**config.mk**
```make
export PLATFORM = sky130hd
export DESIGN_NAME = d_mem_lsu
export DESIGN_NICKNAME = d
export VERILOG_FILES = /design/src/rtl/d_mem_lsu.sv
export SDC_FILE = /design/constraint.sdc
export NUM_CORES = 1
export LEC_CHECK = 0
export BUFFER_PORTS_ARGS = -buffer_cell sky130_fd_sc_hd__buf_2
export CAP_MARGIN = 20
export CORE_AREA = 2 2 82 84
export DETAILED_ROUTE_END_ITERATION = 16
export DIE_AREA = 0 0 84 86
export GPL_ROUTABILITY_DRIVEN = 1
export MAX_ROUTING_LAYER = met4
export PLACE_DENSITY = 0.71
export SYNTH_ARGS = -nofsm -noshare
export SYNTH_HDL_FRONTEND = slang
export SYNTH_SLANG_ARGS = --single-unit
```
**constraint.sdc**
```tcl
create_clock -name i_clk -period 7.77 [get_ports i_clk]
set_input_delay 2.331 -clock i_clk [delete_from_list [all_inputs] [get_ports i_clk]]
set_output_delay 2.331 -clock i_clk [all_outputs]
set_load 0.01 [all_outputs]
```
**src/rtl/d_mem_lsu.sv**
```systemverilog
// Load/store unit between the EX/MEM datapath and the data-memory bus.
// Handles lane steering, load extension, optional two-beat misaligned split and a bus watchdog.
//
// state | meaning
// IDLE  | no beat outstanding; a new request drives beat0 directly from the inputs
// WAIT0 | beat0 issued, waiting for i_mem_ready
// BEAT1 | second beat of a word-crossing split access in flight
module d_mem_lsu #(
  parameter int XLEN             = 32,
  parameter int MISALIGNED_SPLIT = 0,
  parameter int TIMEOUT_CYCLES   = 0
) (
  input  logic                 i_clk,
  input  logic                 i_rst,
  input  logic [XLEN-1:0]      i_wr_data,
  input  logic [XLEN-1:0]      i_addr,
  input  logic [2:0]           i_f3,
  input  logic                 i_wr_en,
  input  logic                 i_rd_en,
  output logic [XLEN-1:0]      o_rd,
  output logic                 o_stall,
  output logic                 o_ex_ld,
  output logic                 o_ex_st,
  output logic                 o_ex_ld_fault,
  output logic                 o_ex_st_fault,
  output logic [XLEN-1:0]      o_mem_addr,
  output logic [XLEN-1:0]      o_mem_wdata,
  output logic [XLEN/8-1:0]    o_mem_be,
  output logic                 o_mem_we,
  output logic                 o_mem_re,
  input  logic [XLEN-1:0]      i_mem_rdata,
  input  logic                 i_mem_ready
);

  localparam int BYTES = XLEN / 8;
  localparam int OFF   = $clog2(BYTES);
  localparam int MW    = 2 * BYTES;
  localparam int CW    = (TIMEOUT_CYCLES > 0) ? $clog2(TIMEOUT_CYCLES + 1) : 1;
  localparam logic [CW-1:0] CNT_LAST = (TIMEOUT_CYCLES > 0) ? CW'(TIMEOUT_CYCLES - 1) : '0;

  typedef enum logic [1:0] {IDLE, WAIT0, BEAT1} state_t;

  state_t            state, state_nxt;
  logic [CW-1:0]     cnt, cnt_nxt;
  logic [XLEN-1:0]   hold;

  logic [1:0]        size;
  logic [OFF-1:0]    lo;
  logic              illegal, is_st, req, misaligned, split, exc, go;
  logic [MW-1:0]     mask_n, mask_sh;
  logic [2*XLEN-1:0] wide_wd;
  logic [XLEN-1:0]   aligned, addr1;
  logic              beat_active, fault, final_beat, done, drive;
  logic [XLEN-1:0]   raw, rd_ext;

  // Request decode and lane math; inputs are held stable for the whole access.
  always_comb begin
    size    = i_f3[1:0];
    lo      = i_addr[OFF-1:0];
    illegal = (i_f3 == 3'b111) || (XLEN == 32 && size == 2'b11);
    is_st   = i_wr_en;
    req     = (i_wr_en | i_rd_en) & ~illegal;
    unique case (size)
      2'b00:   begin mask_n = MW'(8'h01); misaligned = 1'b0;          end
      2'b01:   begin mask_n = MW'(8'h03); misaligned = i_addr[0];     end
      2'b10:   begin mask_n = MW'(8'h0F); misaligned = |i_addr[1:0];  end
      default: begin mask_n = MW'(8'hFF); misaligned = |i_addr[2:0];  end
    endcase
    mask_sh = mask_n << lo;
    split   = (MISALIGNED_SPLIT != 0) && (|mask_sh[MW-1:BYTES]);
    exc     = !i_rst && (MISALIGNED_SPLIT == 0) && (state == IDLE) && req && misaligned;
    go      = req && !exc;
    wide_wd = {{XLEN{1'b0}}, i_wr_data} << {lo, 3'b000};
    aligned = {i_addr[XLEN-1:OFF], {OFF{1'b0}}};
    addr1   = aligned + XLEN'(BYTES);
  end

  always_comb begin
    beat_active = !i_rst && ((state == IDLE && go) || state != IDLE);
    fault       = (TIMEOUT_CYCLES > 0) && beat_active && !i_mem_ready && (cnt == CNT_LAST);
    final_beat  = (state == BEAT1) || !split;
    done        = beat_active && final_beat && i_mem_ready;
    drive       = beat_active && !fault;
  end

  always_ff @(posedge i_clk) begin
    if (i_rst) begin
      state <= IDLE;
      cnt   <= '0;
      hold  <= '0;
    end else begin
      state <= state_nxt;
      cnt   <= cnt_nxt;
      if (beat_active && state != BEAT1 && split && i_mem_ready)
        hold <= i_mem_rdata;
    end
  end

  always_comb begin
    state_nxt = state;
    unique case (state)
      IDLE: begin
        if (go) begin
          if (i_mem_ready)  state_nxt = split ? BEAT1 : IDLE;
          else if (!fault)  state_nxt = WAIT0;
        end
      end
      WAIT0: begin
        if (i_mem_ready)    state_nxt = split ? BEAT1 : IDLE;
        else if (fault)     state_nxt = IDLE;
      end
      BEAT1: begin
        if (i_mem_ready || fault) state_nxt = IDLE;
      end
      default: state_nxt = IDLE;
    endcase
    // Watchdog restarts on every beat start and every ready.
    if (TIMEOUT_CYCLES > 0 && beat_active && !i_mem_ready && !fault)
      cnt_nxt = cnt + CW'(1);
    else
      cnt_nxt = '0;
  end

  always_comb begin
    if (state == BEAT1)
      raw = XLEN'({i_mem_rdata, hold} >> {lo, 3'b000});
    else
      raw = XLEN'({{XLEN{1'b0}}, i_mem_rdata} >> {lo, 3'b000});
    unique case (size)
      2'b00: begin
        if (i_f3[2]) rd_ext = XLEN'(raw[7:0]);
        else         rd_ext = XLEN'($signed(raw[7:0]));
      end
      2'b01: begin
        if (i_f3[2]) rd_ext = XLEN'(raw[15:0]);
        else         rd_ext = XLEN'($signed(raw[15:0]));
      end
      2'b10: begin
        if (i_f3[2]) rd_ext = XLEN'(raw[31:0]);
        else         rd_ext = XLEN'($signed(raw[31:0]));
      end
      default: rd_ext = raw;
    endcase

    o_mem_re      = drive && !is_st;
    o_mem_we      = drive && is_st;
    o_mem_addr    = '0;
    o_mem_be      = '0;
    o_mem_wdata   = '0;
    if (drive) begin
      o_mem_addr = (state == BEAT1) ? addr1 : aligned;
      o_mem_be   = (state == BEAT1) ? mask_sh[MW-1:BYTES] : mask_sh[BYTES-1:0];
      if (is_st)
        o_mem_wdata = (state == BEAT1) ? wide_wd[2*XLEN-1:XLEN] : wide_wd[XLEN-1:0];
    end
    o_stall       = beat_active && !(final_beat && i_mem_ready) && !fault;
    o_ex_ld       = exc && !is_st;
    o_ex_st       = exc && is_st;
    o_ex_ld_fault = fault && !is_st;
    o_ex_st_fault = fault && is_st;
    o_rd          = (done && !is_st) ? rd_ext : '0;
  end

endmodule

```
==> results of run 1 <==
[how the worst max path moves through the flow]
stage / endpoint / cells after the start / startpoint
4_1_cts: o_mem_wdata[12] / 7 / i_addr[0]
5_1_grt: o_rd[17] / 7 / i_addr[1]
6_report: o_rd[24] / 7 / i_addr[1]
3_5_place_dp: o_mem_wdata[12] / 7 / i_addr[0]
2_1_floorplan: o_mem_wdata[29] / 6 / i_f3[0]
3_3_place_gp: o_mem_wdata[12] / 7 / i_addr[0]
[cells in the mapped netlist (all sizes together) (2+ instances only)]
cell type  count  share of area
o2bb2ai        7          0.033
nand2b         2          0.011
o211ai         2         0.0081
buf           20          0.071
nor3          11          0.030
clkinv         2         0.0068
and2          30           0.10
nand2         17          0.035
o21ai          2         0.0054
a211oi        40           0.16
inv            3         0.0061
mux2i         33           0.18
clkbuf        16          0.033
a21oi         18          0.049
nor2b         17          0.058
nor2          51           0.10
or3            2         0.0095
and3           8          0.027
mux2           2          0.012
[kinds of logic after synthesis]
group / after synthesis / share of synthesized area
AND/OR/NAND/NOR: 140 / 0.383
AO/OA/AOI/OAI: 77 / 0.296
buffers and inverters: 41 / 0.117
multiplexers: 35 / 0.191
flip-flops: 1 / 0.0109
other: 1 / 0.00203
[critical path, delay by kind of cell]
| kind | cells | cell delay (ns) |
|---|---|---|
| AND/OR/NAND/NOR | 1 | 0.13 |
| AO/OA/AOI/OAI | 2 | 0.59 |
| multiplexers | 1 | 0.16 |
| buffers and inverters | 3 | 0.89 |
[layer usage]
layer | routed length (um) | GRT usage | vias up
met1 | 3400 | 0.263 | 1238
li1 | - | - | 1402
met4 | 23 | 0.0103 | 0
met5 | 0 | - | -
met2 | 3630 | 0.347 | 126
met3 | 487 | 0.0125 | 2
[final cells by class]
cell class,instances,area (um2),area share
inverter,5,23.8,0.00838
multi-input combinational,256,1620,0.571
sequential,1,20.0,0.00706
tap,77,96.3,0.0340
timing repair buffer,212,1080,0.380
[report_power, final]
| group | switching (mW) | internal (mW) | leakage (nW) |
|---|---|---|---|
| Sequential | 0.000347 | 0.00550 | 0.00819 |
| Clock | 0 | 0 | 0 |
| Combinational | 0.0753 | 0.0592 | 1.65 |
==> run_results.csv, run 1 <==
group,metric,value,unit
worst_setup_path,path_cells,"buf_2, buf_4, nor2b_1, mux2i_1, o31a_1, a211oi_1, buf_2",
sta,fin_setup_tns,0,ns
synth,syn-instance-count,295,
sta,max_freq,155,MHz
global_route,grt_use_total,0.198,
finish,finalNetCount,580,
status,status,"complete, no violations",
placement,placed_cell_area,2840,um2
finish,final_area,2840,um2
synth,synth_top_flop_cell,"dfxtp_1",
drt,vias_per_cell,5.02,
finish,n_antenna_cell,0,
worst_setup_path,cp_data_required_time,5.44,ns
placement,port_buffers,206,
floorplanning,core,6280,um2
drt,drtIter0Drc,52,
floorplanning,ios,211,
global_route,antenna_found_initial,0,
global_route,grt_pass1_vias,2556,
sta,hold_viol,0,
global_route,grt_max_degree,64,
clock_network,clkTransAtPathRegs,0,ns
finish,mostFrequentLayoutCell,"buf_2",
synth,avgSynthCellArea,6.25,um2
global_route,overflow,0,
worst_setup_path,r2r_setup_slack,6.75,ns
placement,gp_congestion,0.905,
min_path,whs_endpoint,"state[0]",
finish,n_fill_cell,668,
clock_network,cts_hold_buf,0,
worst_setup_path,path_max_fanout,63,
sta,finalSetupViolations,0,
finish,largest_register_ffs,1,
synth,async_flop_share,0,
worst_setup_path,r2r_start,"state[0]",
min_path,min_from,"state[0]",
power_and_ir_drop,total_leakage_power,1.66,nW
min_path,holdPathStages,2,
finish,utilization,0.452,
drt,wl_per_cell,13.7,um
floorplanning,die_area,7220,um2
floorplanning,chipHeight,86,um
power_and_ir_drop,pwr_density_cell,49.5,nW/um2
synth,synthesis.area,1840,um2
floorplanning,start_util,0.294,
finish,top_register,"state",
drt,ant_nets,0,
floorplanning,rows,29,
clock_network,post_cts_resize_count,0,
worst_setup_path,crit_path_end_kind,"output pin",
worst_setup_path,worst_path_most_repeated_cell,"buf_2",
worst_setup_path,cpMaxStageDelayCell,"buf_4",
drt,vias,2768,
synth,yosysSeqAreaShare,0.0109,
finish,drive_gt1_frac,0.460,
sta,maxSlewHeadroom,0.474,
placement,dp_worst_setup_slack,1.35,ns
job,max-cap-violations,0,
worst_setup_path,r2r_end,"state[0]",
synth,synth-edff-count,0,
synth,synth.distinct_cells,37,
floorplanning,die-width,84,um
power_and_ir_drop,peakVddDrop,0.0288,mV
placement,placedCellCount,551,
drt,drt-total-wl,7.54,mm
worst_setup_path,critical-path-max-stage-delay,0.59,ns
finish,area_growth,53.8,%
sta,fin_skew,0,ns
sta,fin_crit_sh,0.828,
global_route,grt_pass1_wl,12.1,mm
worst_setup_path,reg2reg_depth,2,
finish,final_cells,551,
synth,ys_warn_count,0,
drt,first_pass_iters,4,
sta,fin_crit,6.43,ns
sta,hold_slack,0.780,ns
power_and_ir_drop,power,0.140,mW
finish,layout_common_cells,"buf_2 (206), nor2_1 (51), a211oi_1 (40)",
clock_network,post_cts_buffers,0,
synth,ys_ff_latch,1,
drt,drc,0,
placement,hpwl,6.03,mm
worst_setup_path,crit_path_start_kind,"input pin",
min_path,hold_class,"flop to flop",
worst_setup_path,critPathArrivalTime,4.10,ns
worst_setup_path,worst-setup-path-type,"input pin to output pin",
sta,rsz0062_at_grt,"false",
sta,drv_slew,0,
sta,worstMarginPinSlew,0.790,ns
clock_network,insertion_delay,0,ns
sta,layout_setup_ws,1.34,ns
finish,largestRegisters,"state x1",
Note: power is estimated with default switching activity, not from simulation.
==> run 2, diff against run 1 <==
- ABC_AREA: not set -> 1
- CORE_AREA: 2 2 82 84 -> not set
- CORE_MARGIN: not set -> 2
- CORE_UTILIZATION: not set -> 39
- DIE_AREA: 0 0 84 86 -> not set
- PLACE_DENSITY: 0.71 -> 0.83
- clock period: 7.77 -> 6.5 ns (I/O delays scaled with it)
==> run_results.csv, run 2 <==
group,metric,value,unit
status,status,"complete, no violations",
global_route,antenna_found_initial,0,
finish,largestRegisters,"state x1",
synth,syn-instance-count,464,
global_route,grt_max_degree,71,
clock_network,post_cts_buffers,0,
drt,wl_met1,3.47,mm
sta,worstMarginPinSlew,0.836,ns
sta,fin_skew,0,ns
sta,maxSlewHeadroom,0.442,
finish,mostFrequentLayoutCell,"buf_2",
global_route,overflow,0,
synth,ys_ff_latch,1,
floorplanning,chipHeight,82.5,um
drt,wl_per_cell,11.8,um
sta,max_freq,177,MHz
power_and_ir_drop,pwr_density_cell,63.0,nW/um2
worst_setup_path,crit_path_start_kind,"input pin",
worst_setup_path,r2r_setup_slack,5.19,ns
power_and_ir_drop,power,0.207,mW
finish,drive_gt1_frac,0.435,
floorplanning,core,5960,um2
power_and_ir_drop,swShare,0.608,
sta,finalSetupViolations,0,
sta,hold_viol,0,
global_route,grt_pass1_wl,12.4,mm
worst_setup_path,worst-setup-path-type,"input pin to output pin",
worst_setup_path,r2r_start,"state[0]",
worst_setup_path,crit_path_end_kind,"output pin",
clock_network,post_cts_resize_count,0,
placement,placed_cell_area,3290,um2
min_path,hold_class,"flop to flop",
drt,ant_nets,0,
sta,fin_crit,5.65,ns
clock_network,cts_hold_buf,0,
worst_setup_path,cp_data_required_time,4.55,ns
worst_setup_path,reg2reg_depth,4,
power_and_ir_drop,peakVddDrop,0.0433,mV
floorplanning,start_util,0.404,
drt,vias_per_cell,4.85,
synth,avgSynthCellArea,5.18,um2
power_and_ir_drop,clock_power_share,0,
sta,fin_setup_tns,0,ns
synth,synth.distinct_cells,26,
finish,finalNetCount,741,
synth,async_flop_share,0,
synth,synth-edff-count,0,
synth,synthTopCellsByArea,"o21ai_0 (15%), nand2_1 (15%), inv_1 (11%)",
drt,first_pass_iters,5,
placement,dp_worst_setup_slack,0.847,ns
floorplanning,ios,211,
synth,synth.top_cell.area_share,0.154,
worst_setup_path,critPathArrivalTime,3.70,ns
clock_network,clkTransAtPathRegs,0,ns
placement,gp_congestion,0.843,
synth,yosysSeqAreaShare,0.00833,
synth,synthesis.area,2400,um2
sta,rsz0062_at_grt,"false",
floorplanning,die-width,82.5,um
synth,ys_warn_count,0,
power_and_ir_drop,intPower,0.0812,mW
synth,synth_top_flop_cell,"dfxtp_1",
power_and_ir_drop,p_switching,0.126,mW
power_and_ir_drop,seqPwrFrac,0.033,
drt,vias,3444,
min_path,min_from,"state[0]",
sta,layout_setup_ws,0.847,ns
finish,largest_register_ffs,1,
worst_setup_path,critPathLaunch,"i_f3[1]",
finish,n_fill_cell,630,
drt,wl_met3,542,um
finish,area_growth,36.7,%
finish,layout_common_cells,"buf_2 (206), nand2_1 (97), o21ai_0 (74)",
drt,route.met2.wl,4.33,mm
power_and_ir_drop,total_leakage_power,2.05,nW
drt,drc,0,
global_route,grt_pass1_vias,2854,
finish,n_antenna_cell,0,
finish,final_area,3290,um2
clock_network,insertion_delay,0,ns
drt,drt-total-wl,8.40,mm
power_and_ir_drop,p_comb_frac,0.967,
floorplanning,rows,28,
floorplanning,die_area,6810,um2
sta,fin_crit_sh,0.870,
synth,synthTopCellsByCount,"nand2_1 (97), o21ai_0 (74), inv_1 (68), nor2_1 (59), nor2_2 (30)",
drt,drtIter0Drc,126,
drt,top_layer,"met4",
global_route,grt_use_total,0.226,
synth,synth_top_area_cell,"o21ai_0",
job,max-cap-violations,0,
finish,top_register,"state",
placement,port_buffers,206,
sta,drv_slew,0,
worst_setup_path,path_max_fanout,70,
placement,hpwl,6.49,mm
min_path,holdPathStages,4,
synth,synth.most_common_cell,"nand2_1",
[run 2: per-layer routing]
metal,vias up,global-route usage
met1,1520,0.265
li1,1790,-
met2,128,0.433
met3,6,0.0109
met5,-,-
met4,0,0.0295
[run 2: final cells by class]
cell class / count / area, um2 / area share
multi-input combinational: 351 / 1830 / 0.558
sequential: 1 / 20.0 / 0.00609
tap: 75 / 93.8 / 0.0286
timing repair buffer: 211 / 1070 / 0.325
inverter: 72 / 270 / 0.0823
[run 2: path summary, 6_finish.rpt]
path / end
max: o_mem_wdata[23]
min: state[0]
max reg2reg: state[0]
min reg2reg: state[0]
[run 2: cell families after synthesis]
kind of cell,count (synthesis),synth area share
AO/OA/AOI/OAI,97,0.209
buffers and inverters,115,0.234
flip-flops,1,0.00833
multiplexers,7,0.0292
other,1,0.00156
AND/OR/NAND/NOR,243,0.518
[run 2: worst max-delay path: stages]
cell and delay, ns:
buf_2 0.29, inv_1 0.16, nand3_1 0.10, nand4_1 0.11, nand2_2 0.12, nand2_4 0.44, nor3_2 0.34, buf_2 0.18
[run 2: through the flow]
| stage | utilization | instances | hold WS [ns] |
|---|---|---|---|
| after floorplan | - | 467 | 0.775 |
| after global placement | 0.552 | 710 | 1.16 |
| after detailed placement | 0.552 | 710 | 1.19 |
| after CTS | 0.552 | 710 | 1.19 |
| after global routing | 0.552 | 710 | 1.32 |
| final | 0.552 | 710 | 1.18 |
[run 2: power by group through the flow]
stage / clock (mW) / sequential, mW / combinational, mW
4_1_cts: 0 / 0.00686 / 0.200
5_1_grt: 0 / 0.00692 / 0.227
2_1_floorplan: 0 / 0.00674 / 0.138
6_report: 0 / 0.00683 / 0.200
3_3_place_gp: 0 / 0.00688 / 0.196
3_5_place_dp: 0 / 0.00686 / 0.200
==> run 3, diff against run 2 <==
- GPL_TIMING_DRIVEN: not set -> 0
- clock period: 6.5 -> 6.4 ns (I/O delays scaled with it)
==> run_results.csv, run 3 (synthesis results as in run 2) <==
group,metric,value,unit
worst_setup_path,path_max_fanout,10,
sta,rsz0062_at_grt,"false",
placement,hpwl,8.24,mm
sta,maxSlewHeadroom,0.509,
sta,fin_crit_sh,0.829,
worst_setup_path,cp_data_required_time,4.48,ns
sta,drv_slew,0,
sta,fin_setup_tns,0,ns
floorplanning,rows,28,
worst_setup_path,r2r_setup_slack,5.47,ns
worst_setup_path,worst-setup-path-type,"input pin to output pin",
finish,layout_common_cells,"buf_2 (216), nand2_1 (97), o21ai_0 (74)",
global_route,antenna_found_initial,0,
sta,fin_skew,0,ns
clock_network,cts_hold_buf,0,
drt,drt-total-wl,10.3,mm
clock_network,clkTransAtPathRegs,0,ns
drt,drtIter0Drc,255,
finish,top_register,"state",
finish,drive_gt1_frac,0.446,
finish,largestRegisters,"state x1",
finish,mostFrequentLayoutCell,"buf_2",
finish,finalNetCount,778,
sta,layout_setup_ws,1.10,ns
floorplanning,start_util,0.404,
power_and_ir_drop,total_leakage_power,2.19,nW
floorplanning,ios,211,
global_route,grt_use_total,0.288,
power_and_ir_drop,pwr_density_cell,67.4,nW/um2
drt,first_pass_iters,4,
drt,vias,3826,
drt,drc,0,
placement,placed_cell_area,3530,um2
drt,wl_per_cell,13.8,um
floorplanning,die-width,82.5,um
worst_setup_path,crit_path_end_kind,"output pin",
status,status,"complete, no violations",
finish,largest_register_ffs,1,
worst_setup_path,crit_path_start_kind,"input pin",
power_and_ir_drop,peakVddDrop,0.0321,mV
global_route,grt_pass1_vias,3366,
placement,port_buffers,205,
placement,placedCellCount,747,
global_route,grt_max_degree,11,
sta,worstMarginPinSlew,0.737,ns
worst_setup_path,critPathArrivalTime,3.38,ns
drt,ant_nets,0,
sta,fin_crit,5.30,ns
sta,hold_viol,0,
clock_network,post_cts_resize_count,0,
finish,final_area,3530,um2
finish,area_growth,47.1,%
finish,final_cells,747,
job,max-cap-violations,0,
sta,max_freq,189,MHz
placement,gp_congestion,0.949,
drt,vias_per_cell,5.12,
sta,finalSetupViolations,0,
min_path,hold_class,"flop to flop",
floorplanning,die_area,6810,um2
floorplanning,core,5960,um2
clock_network,post_cts_buffers,0,
clock_network,insertion_delay,0,ns
finish,n_antenna_cell,0,
global_route,grt_pass1_wl,15.2,mm
floorplanning,chipHeight,82.5,um
global_route,overflow,0,
placement,dp_worst_setup_slack,1.15,ns
-- run 3: cell count changes in the layout (fill, tap and decap cells not counted) --
cell / change
buf_2: +10
buf_4: +2
clkbuf_1: +11
buf_1: +2
buf_6: +12
-- run 3: final cells by class --
| cell class | count | area (um2) |
|---|---|---|
| buffer | 43 | 292 |
| fill | 630 | 2420 |
| inverter | 72 | 270 |
| multi-input combinational | 351 | 1830 |
| sequential | 1 | 20.0 |
| tap | 75 | 93.8 |
| timing repair buffer | 205 | 1030 |
-- run 3: layer usage --
layer | part of all wire | vias to the layer above | global-route usage
met1 | 0.40 | 1690 | 0.374
met5 | 0 | - | -
met4 | 0.016 | 0 | 0.0787
li1 | - | 1866 | -
met2 | 0.48 | 248 | 0.484
met3 | 0.096 | 22 | 0.0185
-- run 3: power breakdown --
group | internal [mW] | switching, mW | total (mW)
logic | 0.0896 | 0.142 | 0.231
registers | 0.00672 | 0.000185 | 0.00691
clock network | 0 | 0 | 0
-- run 3: path summary, 6_finish.rpt --
path / startpoint / endpoint / cells past startpoint
worst max-delay path: i_addr[0] / o_rd[8] / 11
worst min-delay path: state[0] / state[0] / 5
worst max register to register: state[0] / state[0] / 5
worst min register to register: state[0] / state[0] / 5
-- run 3: critical path, cell delays in order --
cell	delay (ns)
buf_2	0.13
inv_2	0.11
buf_2	0.22
buf_2	0.27
nand2_1	0.12
a21oi_1	0.15
o21ai_0	0.10
nand2_1	0.08
inv_1	0.05
nor2_2	0.10
buf_2	0.14
-- run 3: stage by stage --
stage | power [mW] | hold slack (ns) | util
4_1_cts | 0.235 | 0.869 | 0.593
3_3_place_gp | 0.230 | 0.843 | 0.593
6_report | 0.238 | 0.867 | 0.593
2_1_floorplan | 0.147 | 0.775 | -
5_1_grt | 0.263 | 0.928 | 0.593
3_5_place_dp | 0.234 | 0.866 | 0.593
